`src/rtl/trace_pkg.sv`:
```
// Shared types and constants for the trace capture sequencer.
// Optional build macro: TRACE_CHANGE_ONLY_EN (record only value changes).
package trace_pkg;

  localparam int unsigned TRACE_DEPTH = 1024;
  localparam int unsigned TRACE_WIDTH = 64;

  // Bit positions inside the 3-bit status word
  localparam int unsigned STAT_BUSY = 0;
  localparam int unsigned STAT_TRIG = 1;
  localparam int unsigned STAT_WRAP = 2;

  typedef enum logic [2:0] {
    IDLE,
    ARMED,
    POST,
    DONE,
    READ
  } trace_state_t;

endpackage

```
`src/rtl/trace_readout.sv`:
```
// Streams the captured window out of the BRAM: one read in flight, a one-entry
// skid register holding returned data until the host channel accepts it.
module trace_readout #(
  parameter  int unsigned DEPTH = 16,
  parameter  int unsigned WIDTH = 64,
  localparam int unsigned AW    = $clog2(DEPTH)
) (
  input  logic             clk,
  input  logic             rst_n,
  input  logic             i_load,
  input  logic             i_active,
  input  logic [AW-1:0]    i_ptr,
  input  logic [AW:0]      i_count,
  input  logic             i_rd_rdy,
  output logic             o_rd_ena,
  output logic [AW-1:0]    o_rd_addr,
  input  logic [WIDTH-1:0] i_rdata,
  input  logic             i_rdata_vld,
  input  logic             i_out_rdy,
  output logic             o_out_ena,
  output logic [WIDTH-1:0] o_out_data,
  output logic             o_empty
);

  logic [AW-1:0]    r_ptr;
  logic [AW:0]      r_left;
  logic             r_pend;
  logic             r_held;
  logic [WIDTH-1:0] r_data;
  logic             w_enq;
  logic             w_arrive;

  assign w_enq    = r_held && i_out_rdy;
  assign w_arrive = r_pend && i_rdata_vld;

  // Next read may overlap the enq of the held word, so its address is one ahead.
  assign o_rd_ena  = i_active && i_rd_rdy && !r_pend && (!r_held || w_enq) &&
                     (r_left > (AW+1)'(r_held));
  assign o_rd_addr = r_held ? r_ptr + AW'(1) : r_ptr;
  assign o_out_ena  = w_enq;
  assign o_out_data = r_data;
  assign o_empty    = (r_left == '0);

  always_ff @(posedge clk or negedge rst_n) begin
    if (!rst_n) begin
      r_ptr  <= '0;
      r_left <= '0;
      r_pend <= 1'b0;
      r_held <= 1'b0;
      r_data <= '0;
    end else if (i_load) begin
      r_ptr  <= i_ptr;
      r_left <= i_count;
      r_pend <= 1'b0;
      r_held <= 1'b0;
    end else begin
      if (o_rd_ena)      r_pend <= 1'b1;
      else if (w_arrive) r_pend <= 1'b0;
      if (w_arrive) begin
        r_held <= 1'b1;
        r_data <= i_rdata;
      end else if (w_enq) begin
        r_held <= 1'b0;
      end
      if (w_enq) begin
        r_ptr  <= r_ptr + AW'(1);
        r_left <= r_left - (AW+1)'(1);
      end
    end
  end

endmodule

```
`src/rtl/trace_capture_ctrl.sv`:
```
// Trace BRAM sequencer: circular pre-trigger capture, post-trigger count, oldest-first readout.
// Build macro TRACE_CHANGE_ONLY_EN: write a sample only when it differs from the last written one.
module trace_capture_ctrl
  import trace_pkg::*;
#(
  parameter  int unsigned DEPTH = TRACE_DEPTH,
  parameter  int unsigned WIDTH = TRACE_WIDTH,
  localparam int unsigned AW    = $clog2(DEPTH)
) (
  input  logic             CLK,
  input  logic             nRST,
  input  logic             arm__ENA,
  output logic             arm__RDY,
  input  logic [AW-1:0]    postCount,
  input  logic             trigger,
  input  logic             enable,
  input  logic [WIDTH-1:0] data,
  output logic             bramWrite__ENA,
  output logic [AW-1:0]    bramWrite_addr,
  output logic [WIDTH-1:0] bramWrite_data,
  input  logic             bramWrite__RDY,
  output logic             bramRead__ENA,
  output logic [AW-1:0]    bramRead_addr,
  input  logic             bramRead__RDY,
  input  logic [WIDTH-1:0] bramDataOut,
  input  logic             bramDataOut__RDY,
  output logic             out__ENA,
  output logic [WIDTH-1:0] out_data,
  input  logic             out__RDY,
  output logic [2:0]       status
);

  localparam logic [AW:0] FILL_MAX = (AW+1)'(DEPTH);

  trace_state_t  r_state;
  logic [AW-1:0] r_wr_ptr;
  logic [AW-1:0] r_post_cnt;
  logic [AW-1:0] r_post_left;
  logic [AW:0]   r_fill;
  logic          r_wrapped;
  logic          r_triggered;
  logic          r_arm_rdy;
  logic          w_cap;
  logic          w_arm;
  logic          w_load;
  logic          w_rd_empty;
  logic [2:0]    w_status;
`ifdef TRACE_CHANGE_ONLY_EN
  logic [WIDTH-1:0] r_last;
  logic             r_last_vld;
`endif

  assign w_arm  = arm__ENA && r_arm_rdy;
  assign w_load = (r_state == DONE) && !w_arm;

  always_comb begin
    w_cap = ((r_state == ARMED) || (r_state == POST)) && enable && bramWrite__RDY;
`ifdef TRACE_CHANGE_ONLY_EN
    if (r_last_vld && (data == r_last)) w_cap = 1'b0;
`endif
  end

  always_comb begin
    w_status            = '0;
    w_status[STAT_BUSY] = (r_state != IDLE);
    w_status[STAT_TRIG] = r_triggered;
    w_status[STAT_WRAP] = r_wrapped;
  end

  assign status         = w_status;
  assign arm__RDY       = r_arm_rdy;
  assign bramWrite__ENA = w_cap;
  assign bramWrite_addr = r_wr_ptr;
  assign bramWrite_data = w_cap ? data : '0;

  always_ff @(posedge CLK or negedge nRST) begin
    if (!nRST) begin
      r_state     <= IDLE;
      r_wr_ptr    <= '0;
      r_post_cnt  <= '0;
      r_post_left <= '0;
      r_fill      <= '0;
      r_wrapped   <= 1'b0;
      r_triggered <= 1'b0;
      r_arm_rdy   <= 1'b0;
`ifdef TRACE_CHANGE_ONLY_EN
      r_last      <= '0;
      r_last_vld  <= 1'b0;
`endif
    end else begin
      if (w_cap) begin
        r_wr_ptr <= r_wr_ptr + AW'(1);
        if (r_wr_ptr == AW'(DEPTH - 1)) r_wrapped <= 1'b1;
        if (r_fill != FILL_MAX)         r_fill    <= r_fill + (AW+1)'(1);
`ifdef TRACE_CHANGE_ONLY_EN
        r_last     <= data;
        r_last_vld <= 1'b1;
`endif
      end
      case (r_state)
        IDLE, DONE: begin
          if (w_arm) begin
            r_state     <= ARMED;
            r_arm_rdy   <= 1'b0;
            r_wr_ptr    <= '0;
            r_fill      <= '0;
            r_wrapped   <= 1'b0;
            r_triggered <= 1'b0;
            r_post_cnt  <= postCount;
`ifdef TRACE_CHANGE_ONLY_EN
            r_last_vld  <= 1'b0;
`endif
          end else if (r_state == DONE) begin
            r_state   <= (r_fill == '0) ? IDLE : READ;
            r_arm_rdy <= (r_fill == '0);
          end else begin
            r_arm_rdy <= 1'b1;
          end
        end
        ARMED: begin
          if (trigger) begin
            r_triggered <= 1'b1;
            r_post_left <= r_post_cnt;
            if (r_post_cnt == '0) begin
              r_state   <= DONE;
              r_arm_rdy <= 1'b1;
            end else begin
              r_state <= POST;
            end
          end
        end
        POST: begin
          // The write that exhausts the count is the last one recorded.
          if (w_cap) begin
            r_post_left <= r_post_left - AW'(1);
            if (r_post_left == AW'(1)) begin
              r_state   <= DONE;
              r_arm_rdy <= 1'b1;
            end
          end
        end
        READ: begin
          if (w_rd_empty) begin
            r_state   <= IDLE;
            r_arm_rdy <= 1'b1;
          end
        end
        default: r_state <= IDLE;
      endcase
    end
  end

  trace_readout #(
    .DEPTH (DEPTH),
    .WIDTH (WIDTH)
  ) u_readout (
    .clk         (CLK),
    .rst_n       (nRST),
    .i_load      (w_load),
    .i_active    (r_state == READ),
    .i_ptr       (r_wrapped ? r_wr_ptr : '0),
    .i_count     (r_fill),
    .i_rd_rdy    (bramRead__RDY),
    .o_rd_ena    (bramRead__ENA),
    .o_rd_addr   (bramRead_addr),
    .i_rdata     (bramDataOut),
    .i_rdata_vld (bramDataOut__RDY),
    .i_out_rdy   (out__RDY),
    .o_out_ena   (out__ENA),
    .o_out_data  (out_data),
    .o_empty     (w_rd_empty)
  );

endmodule

```
`config.mk`:
```
export PLATFORM = sky130hd
export DESIGN_NAME = trace_capture_ctrl
export DESIGN_NICKNAME = d
export VERILOG_FILES = /design/src/rtl/trace_pkg.sv /design/src/rtl/trace_readout.sv /design/src/rtl/trace_capture_ctrl.sv
export SDC_FILE = /design/constraint.sdc
export NUM_CORES = 1
export LEC_CHECK = 0
export CAP_MARGIN = 25
export CORE_AREA = 5 5 156 158
export DETAILED_ROUTE_END_ITERATION = 7
export DIE_AREA = 0 0 161 163
export PLACE_DENSITY_LB_ADDON = 0.15
export RECOVER_POWER = 100
export SLEW_MARGIN = 10
export SYNTH_ARGS = -nofsm -noshare
export SYNTH_HDL_FRONTEND = slang
export SYNTH_SLANG_ARGS = --single-unit
export TNS_END_PERCENT = 20
```
`constraint.sdc`:
```
create_clock -name CLK -period 3.3 [get_ports CLK]
set_clock_uncertainty 0.2 [all_clocks]
set_input_delay 0.495 -clock CLK [delete_from_list [all_inputs] [get_ports CLK]]
set_output_delay 0.495 -clock CLK [all_outputs]
set_load 0.01 [all_outputs]
```
==> results.py, run 1 <==
metrics = {
    "outcome": {
        "run_status": "finished, violations left",
        "violations": "max-capacitance violations, max-slew violations",
    },
    "power_and_ir_drop": {
        "power_leakage_nw": 4.79,
        "pwr_density_cell_mw_per_mm2": 695,
        "internal_power_w": 0.00495,
        "vdd_ir_drop_max_mv": 0.359,
        "power_w": 0.00740,
        "p_sw_share_pct": 33.2,
        "p_sw_w": 0.00245,
        "power.share.clock_pct": 25.7,
        "p_seq_share_pct": 35.3,
        "comb_power_share_pct": 39.0,
    },
    "logic_synthesis": {
        "mappedNetlistArea_mm2": 0.00670,
        "synth-main-ff-cell": "dfrtp_1",
        "synthArstFlopShare_pct": 100,
        "synth_edf_count": 0,
        "synth_most_common_cell": "dfrtp_1",
        "ys_types": 55,
        "netlist_top_cells_count": "134 x dfrtp_1, 73 x mux2_2, 65 x and2_1",
        "avgSynthCellArea_um2": 10.8,
        "synth_area_leaders": "dfrtp_1 50%, mux2_2 12%, and2_1 6.1%, xor2_1 3.1%, o21ai_0 2.5%",
        "synth_top_area_share_pct": 50.1,
        "postSynthCellCount": 622,
        "ys_ff_latch": 134,
        "synth_largest_area_cell": "dfrtp_1",
        "yosys_warnings": 0,
        "synth_fp_nets": 778,
        "yosysSeqAreaShare_pct": 50.1,
    },
    "die": {
        "die-area_mm2": 0.0262,
        "core_region_area_mm2": 0.0230,
        "start_util_pct": 29.1,
        "ios": 302,
        "die_x_um": 161,
        "die_y_um": 163,
        "row_count": 56,
    },
    "critical_path": {
        "reg2reg_depth": 5,
        "path_max_fanout": 60,
        "reg2reg_slack_ns": 0.56,
        "cp_cell_sequence": "xnor2_1, nor3_2, buf_12, and2_1, dlygate4sd3_1",
        "crit_slowest_cell": "dlygate4sd3_1",
        "critPathRequiredTime_ns": 2.60,
        "startpoint_type": "flop",
        "critPathCaptureType": "output pin",
        "crit_path_max_incr_delay_ns": 0.62,
        "crit_arrival_ns": 2.42,
        "critPathKind": "reg -> out",
    },
    "drt": {
        "drc": 0,
        "drtIter0Drc": 173,
        "drtAntennaViolNets": 0,
        "via_per_inst": 4.68,
        "firstDrtPassIters": 4,
        "drt_wl_total_um": 20700,
        "vias": 5755,
        "wl_per_cell_um": 16.8,
    },
    "cts": {
        "cts_resized": 0,
        "clockBufferDepth": 2,
        "cts-root-buf": "clkbuf_16",
        "cts_tree": "built",
        "cts-buffers-inserted": 17,
        "path_clk_slew_ns": 0.06,
        "hold_buffers": 1,
        "clk_latency_ns": 0.41,
        "cts_setup_buffers": 0,
        "h-tree-depth": 4,
        "clock-sinks": 134,
    },
    "grt": {
        "grt_start_max_net_pins": 70,
        "grt_antenna_before_repair": 4,
        "grt_pass1_vias": 6042,
        "grt_usage_pct": 15.7,
        "grt_pass1_wl_um": 32600,
        "grt_overflow": 0,
    },
    "sta": {
        "whs_ns": 0.282,
        "rsz0062_at_grt": "false",
        "fin_crit_sh_pct": 94.4,
        "drv_slew": 70,
        "relSlewSlack_pct": -18.1,
        "finalHoldViolCount": 0,
        "period_minus_slack_ns": 3.12,
        "clock.fmax_mhz": 321,
        "tightest_slew_ns": 1.77,
        "tns_ns": 0,
        "setup_violations": 0,
    },
    "cells_and_area": {
        "drive_gt1_share_pct": 13.4,
        "nets": 1080,
        "area_growth_pct": 59.0,
    },
    "run": {
        "cap_violations": 1,
    },
    "place": {
        "io_buffer_count": 301,
        "gp_congestion": 0.768,
        "place_hpwl_um": 16100,
    },
    "hold_path": {
        "holdCritPathClass": "reg -> reg",
        "holdPathStages": 1,
    },
}
[layer usage]
| metal | part of all wire (%) | global-route usage (%) | routed length (µm) |
|---|---|---|---|
| met2 | 48 | 26.8 | 9920 |
| met4 | 2.2 | 6.09 | 451 |
| met1 | 41 | 18.2 | 8480 |
| met5 | 0 | 0 | 0 |
| met3 | 8.8 | 5.42 | 1820 |
[state kept, by name, indices dropped and copies added (netlist names)]
register              count
r_wrapped                 1
arm__RDY                  1
r_state                   3
r_triggered               1
r_post_cnt               10
u_readout.o_out_data     64
u_readout.r_pend          1
u_readout.r_ptr          10
bramWrite_addr           10
u_readout.r_left         11
r_post_left              10
r_fill                   11
u_readout.r_held          1
[power by group through the flow]
stage               Combinational, W  Clock [W]  Sequential [W]
finish                       0.00288    0.00190         0.00261
global route                 0.00315    0.00202         0.00271
CTS                          0.00316    0.00196         0.00264
floorplan                    0.00146          0         0.00274
detailed placement           0.00314          0         0.00266
global placement             0.00313          0         0.00265
[cell families after synthesis]
logic type                 synth area share [%]
and+or+nand+nor                            19.1
DFF                                        50.1
muxes                                      13.5
AOI/OAI and AO/OA                          6.76
buffers and inverters                      3.38
xor gates and xnor gates                   5.49
adders and majority gates                  1.68
[area by class of cell]
type | instances | area [µm²]
Tap cell | 290 | 363
Sequential cell | 134 | 3350
Clock inverter | 13 | 148
Antenna cell | 4 | 10.0
Clock buffer | 19 | 453
Multi-Input combinational cell | 442 | 3100
Fill cell | 2154 | 12300
Inverter | 11 | 41.3
Timing Repair Buffer | 318 | 3180
[worst paths after layout]
kind	from	endpoint
max in group asynchronous	nRST	r_post_left[7]$_DFFE_PN0P_
hold reg to reg	u_readout.o_out_data[14]$_DFFE_PN0P_	u_readout.o_out_data[14]$_DFFE_PN0P_
setup reg to reg	r_state[0]$_DFFE_PN0P_	u_readout.o_out_data[48]$_DFFE_PN0P_
hold / removal	u_readout.o_out_data[14]$_DFFE_PN0P_	u_readout.o_out_data[14]$_DFFE_PN0P_
min in group asynchronous	nRST	u_readout.o_out_data[33]$_DFFE_PN0P_
setup / recovery	r_state[1]$_DFFE_PN0P_	bramWrite_data[21]
[worst max-delay path, delay by kind of cell, from the launching register on]
family | cells | cell delay (ns)
buffers and inverters | 2 | 0.86
flip-flops | 1 | 0.48
AND/OR/NAND/NOR | 2 | 0.43
XOR/XNOR | 1 | 0.22
[cells in the final DEF, fill, tap and decap left out, types with 5 or more instances in the layout]
cell type / netlist / final
mux2_2: 73 / 73
buf_12: 0 / 5
a21oi_1: 25 / 25
nand4_1: 17 / 17
xor2_1: 24 / 24
dlygate4sd3_1: 0 / 144
and3_1: 8 / 8
mux2i_1: 6 / 6
inv_1: 10 / 11
nand2_1: 39 / 39
clkdlybuf4s50_1: 0 / 157
xnor2_1: 18 / 18
clkbuf_16: 0 / 17
ha_1: 9 / 9
and2_1: 65 / 65
or3_1: 6 / 6
dfrtp_1: 134 / 134
nor2_1: 37 / 38
nand3_1: 16 / 16
o21ai_0: 33 / 33
nor4_1: 4 / 5
nor3_1: 11 / 10
[per-stage QoR]
stage / setup WS [ns] / cells / area (µm²) / utilization (%)
floorplan: 1.08 / 622 / 6700 / -
global placement: 0.345 / 1194 / 10100 / 43.9
detailed placement: 0.363 / 1194 / 10100 / 43.9
CTS: 0.162 / 1227 / 10700 / 46.5
global route: 0.0510 / 1230 / 10600 / 46.3
finish: 0.184 / 1231 / 10600 / 46.3
No activity file was read; power rests on OpenSTA's default activity.
==> run 2: changes to the inputs <==
--- a/config.mk
+++ b/config.mk
@@ -9,8 +9,9 @@
 export CORE_AREA = 5 5 156 158
 export DETAILED_ROUTE_END_ITERATION = 7
 export DIE_AREA = 0 0 161 163
+export HOLD_SLACK_MARGIN = 0.1
 export PLACE_DENSITY_LB_ADDON = 0.15
-export RECOVER_POWER = 100
+export SKIP_CTS_REPAIR_TIMING = 1
 export SLEW_MARGIN = 10
 export SYNTH_ARGS = -nofsm -noshare
 export SYNTH_HDL_FRONTEND = slang
==> run 2 against run 1 <==
Net effect: the run now ends clean; register-to-register slack gained 0.16 ns; utilization grew 0.23 points; sequential power is essentially flat; cell count is essentially flat; setup slack gained 0.019 ns; non-clock buffer count is the same; worst hold slack gained 0.0044 ns; sequential cell count is the same; first-iteration DRC count shrank 4.0%; sequential share of layout area shrank 0.15 points; critical path depth shrank 1; die area is the same; largest cell class unchanged.
==> results.py, run 2 (synthesis gave the netlist of run 1 again) <==
metrics = {
    "power_and_ir_drop": {
        "vdd_ir_drop_max_mv": 0.363,
        "pwr_density_cell_mw_per_mm2": 715,
        "power_leakage_nw": 4.43,
    },
    "die": {
        "die_x_um": 161,
        "start_util_pct": 29.1,
        "core_region_area_mm2": 0.0230,
        "ios": 302,
        "die-area_mm2": 0.0262,
        "die_y_um": 163,
        "row_count": 56,
    },
    "critical_path": {
        "startpoint_type": "flop",
        "critPathRequiredTime_ns": 2.60,
        "path_max_fanout": 11,
        "critPathCaptureType": "output pin",
        "critPathKind": "reg -> out",
        "crit_arrival_ns": 2.40,
    },
    "place": {
        "gp_congestion": 0.768,
        "post_dp_cell_area_mm2": 0.0101,
        "place_hpwl_um": 16100,
        "io_buffer_count": 301,
    },
    "sta": {
        "clock.fmax_mhz": 323,
        "fin_crit_sh_pct": 93.9,
        "relSlewSlack_pct": 56.5,
        "finalHoldViolCount": 0,
        "drv_slew": 0,
        "tightest_slew_ns": 0.652,
        "period_minus_slack_ns": 3.10,
        "tns_ns": 0,
        "setup_violations": 0,
        "rsz0062_at_grt": "false",
    },
    "cts": {
        "h-tree-depth": 4,
        "clockBufferDepth": 2,
        "path_clk_slew_ns": 0.06,
        "cts_tree": "built",
        "clk_latency_ns": 0.42,
        "clock-sinks": 134,
        "cts-root-buf": "clkbuf_16",
        "cts-buffers-inserted": 17,
    },
    "cells_and_area": {
        "layout_commonest_cell": "clkdlybuf4s50_1",
        "design_area_mm2": 0.0107,
        "fillers": 2148,
        "area_growth_pct": 59.7,
        "final_cell_mix": "300 x clkdlybuf4s50_1, 134 x dfrtp_1, 73 x mux2_2, 65 x and2_1, 39 x nand2_1",
        "nets": 1080,
        "largest_reg_flops": 64,
        "drive_gt1_share_pct": 14.3,
    },
    "grt": {
        "grt_antenna_before_repair": 3,
        "grt_overflow": 0,
        "grt_pass1_vias": 6045,
        "grt_start_max_net_pins": 70,
        "grt_usage_pct": 15.7,
        "grt_pass1_wl_um": 32600,
    },
    "drt": {
        "wl_per_cell_um": 16.8,
        "drtAntennaViolNets": 0,
        "drt_wl_total_um": 20700,
        "via_per_inst": 4.66,
        "drc": 0,
        "vias": 5732,
        "firstDrtPassIters": 4,
        "drtIter0Drc": 166,
    },
    "run": {
        "cap_violations": 0,
    },
    "outcome": {
        "run_status": "complete, no violations",
    },
    "hold_path": {
        "holdCritPathClass": "reg -> reg",
    },
}
-- run 2: final timing paths --
path | start | to | slack [ns] | cells after the start
worst max-delay path | r_state[1]$_DFFE_PN0P_ | bramRead__ENA | 0.20 | 4
worst max register to register | r_state[1]$_DFFE_PN0P_ | bramWrite_addr[9]$_DFF_PN0_ | 0.72 | 7
min in group asynchronous | nRST | u_readout.o_out_data[33]$_DFFE_PN0P_ | 0.47 | 2
worst min-delay path | u_readout.o_out_data[14]$_DFFE_PN0P_ | u_readout.o_out_data[14]$_DFFE_PN0P_ | 0.29 | 1
worst min register to register | u_readout.o_out_data[14]$_DFFE_PN0P_ | u_readout.o_out_data[14]$_DFFE_PN0P_ | 0.29 | 1
max in group asynchronous | nRST | r_fill[2]$_DFF_PN0_ | 1.62 | 3
-- run 2: area by class of cell --
class | count | area, µm² | share of cell area (%)
Multi-Input combinational cell | 442 | 3130 | 29.2
Clock buffer | 19 | 453 | 4.23
Sequential cell | 134 | 3350 | 31.3
Clock inverter | 13 | 148 | 1.38
Inverter | 11 | 41.3 | 0.386
Tap cell | 290 | 363 | 3.39
Timing Repair Buffer | 318 | 3210 | 30.0
Antenna cell | 3 | 7.51 | 0.0702
-- run 2: power by group --
| part | switching [W] | internal, W |
|---|---|---|
| Sequential | 0.000412 | 0.00222 |
| Clock | 0.000747 | 0.00116 |
| Combinational | 0.00133 | 0.00177 |
| Total | 0.00249 | 0.00515 |
-- run 2: per-stage QoR --
stage / hold slack [ns] / std cells / total power [W] / utilization [%] / setup slack, ns
floorplan: -0.000591 / 622 / 0.00421 / - / 1.08
global placement: 0.272 / 1194 / 0.00578 / 43.9 / 0.345
detailed placement: 0.275 / 1194 / 0.00581 / 43.9 / 0.363
CTS: -0.0824 / 1226 / 0.00775 / 46.5 / 0.162
global route: 0.294 / 1230 / 0.00812 / 46.6 / 0.106
finish: 0.286 / 1230 / 0.00765 / 46.6 / 0.203
-- run 2: critical path: stages, from the launching register on --
cell and delay [ns]:
dfrtp_1 0.48, or3_2 0.51, nand4bb_1 0.21, a31oi_1 0.21, clkdlybuf4s50_1 0.58
-- run 2: per-layer routing --
metal  routed length (µm)  vias to the layer above  global-route usage, %  share of wire (%)
met5                    0                        -                      0                  0
met4                  451                        0                   6.09                2.2
met3                 1760                       20                   5.47                8.5
met2                 9910                      254                   26.8                 48
met1                 8590                     2693                   18.2                 41
li1                     -                     2765                      -                  -
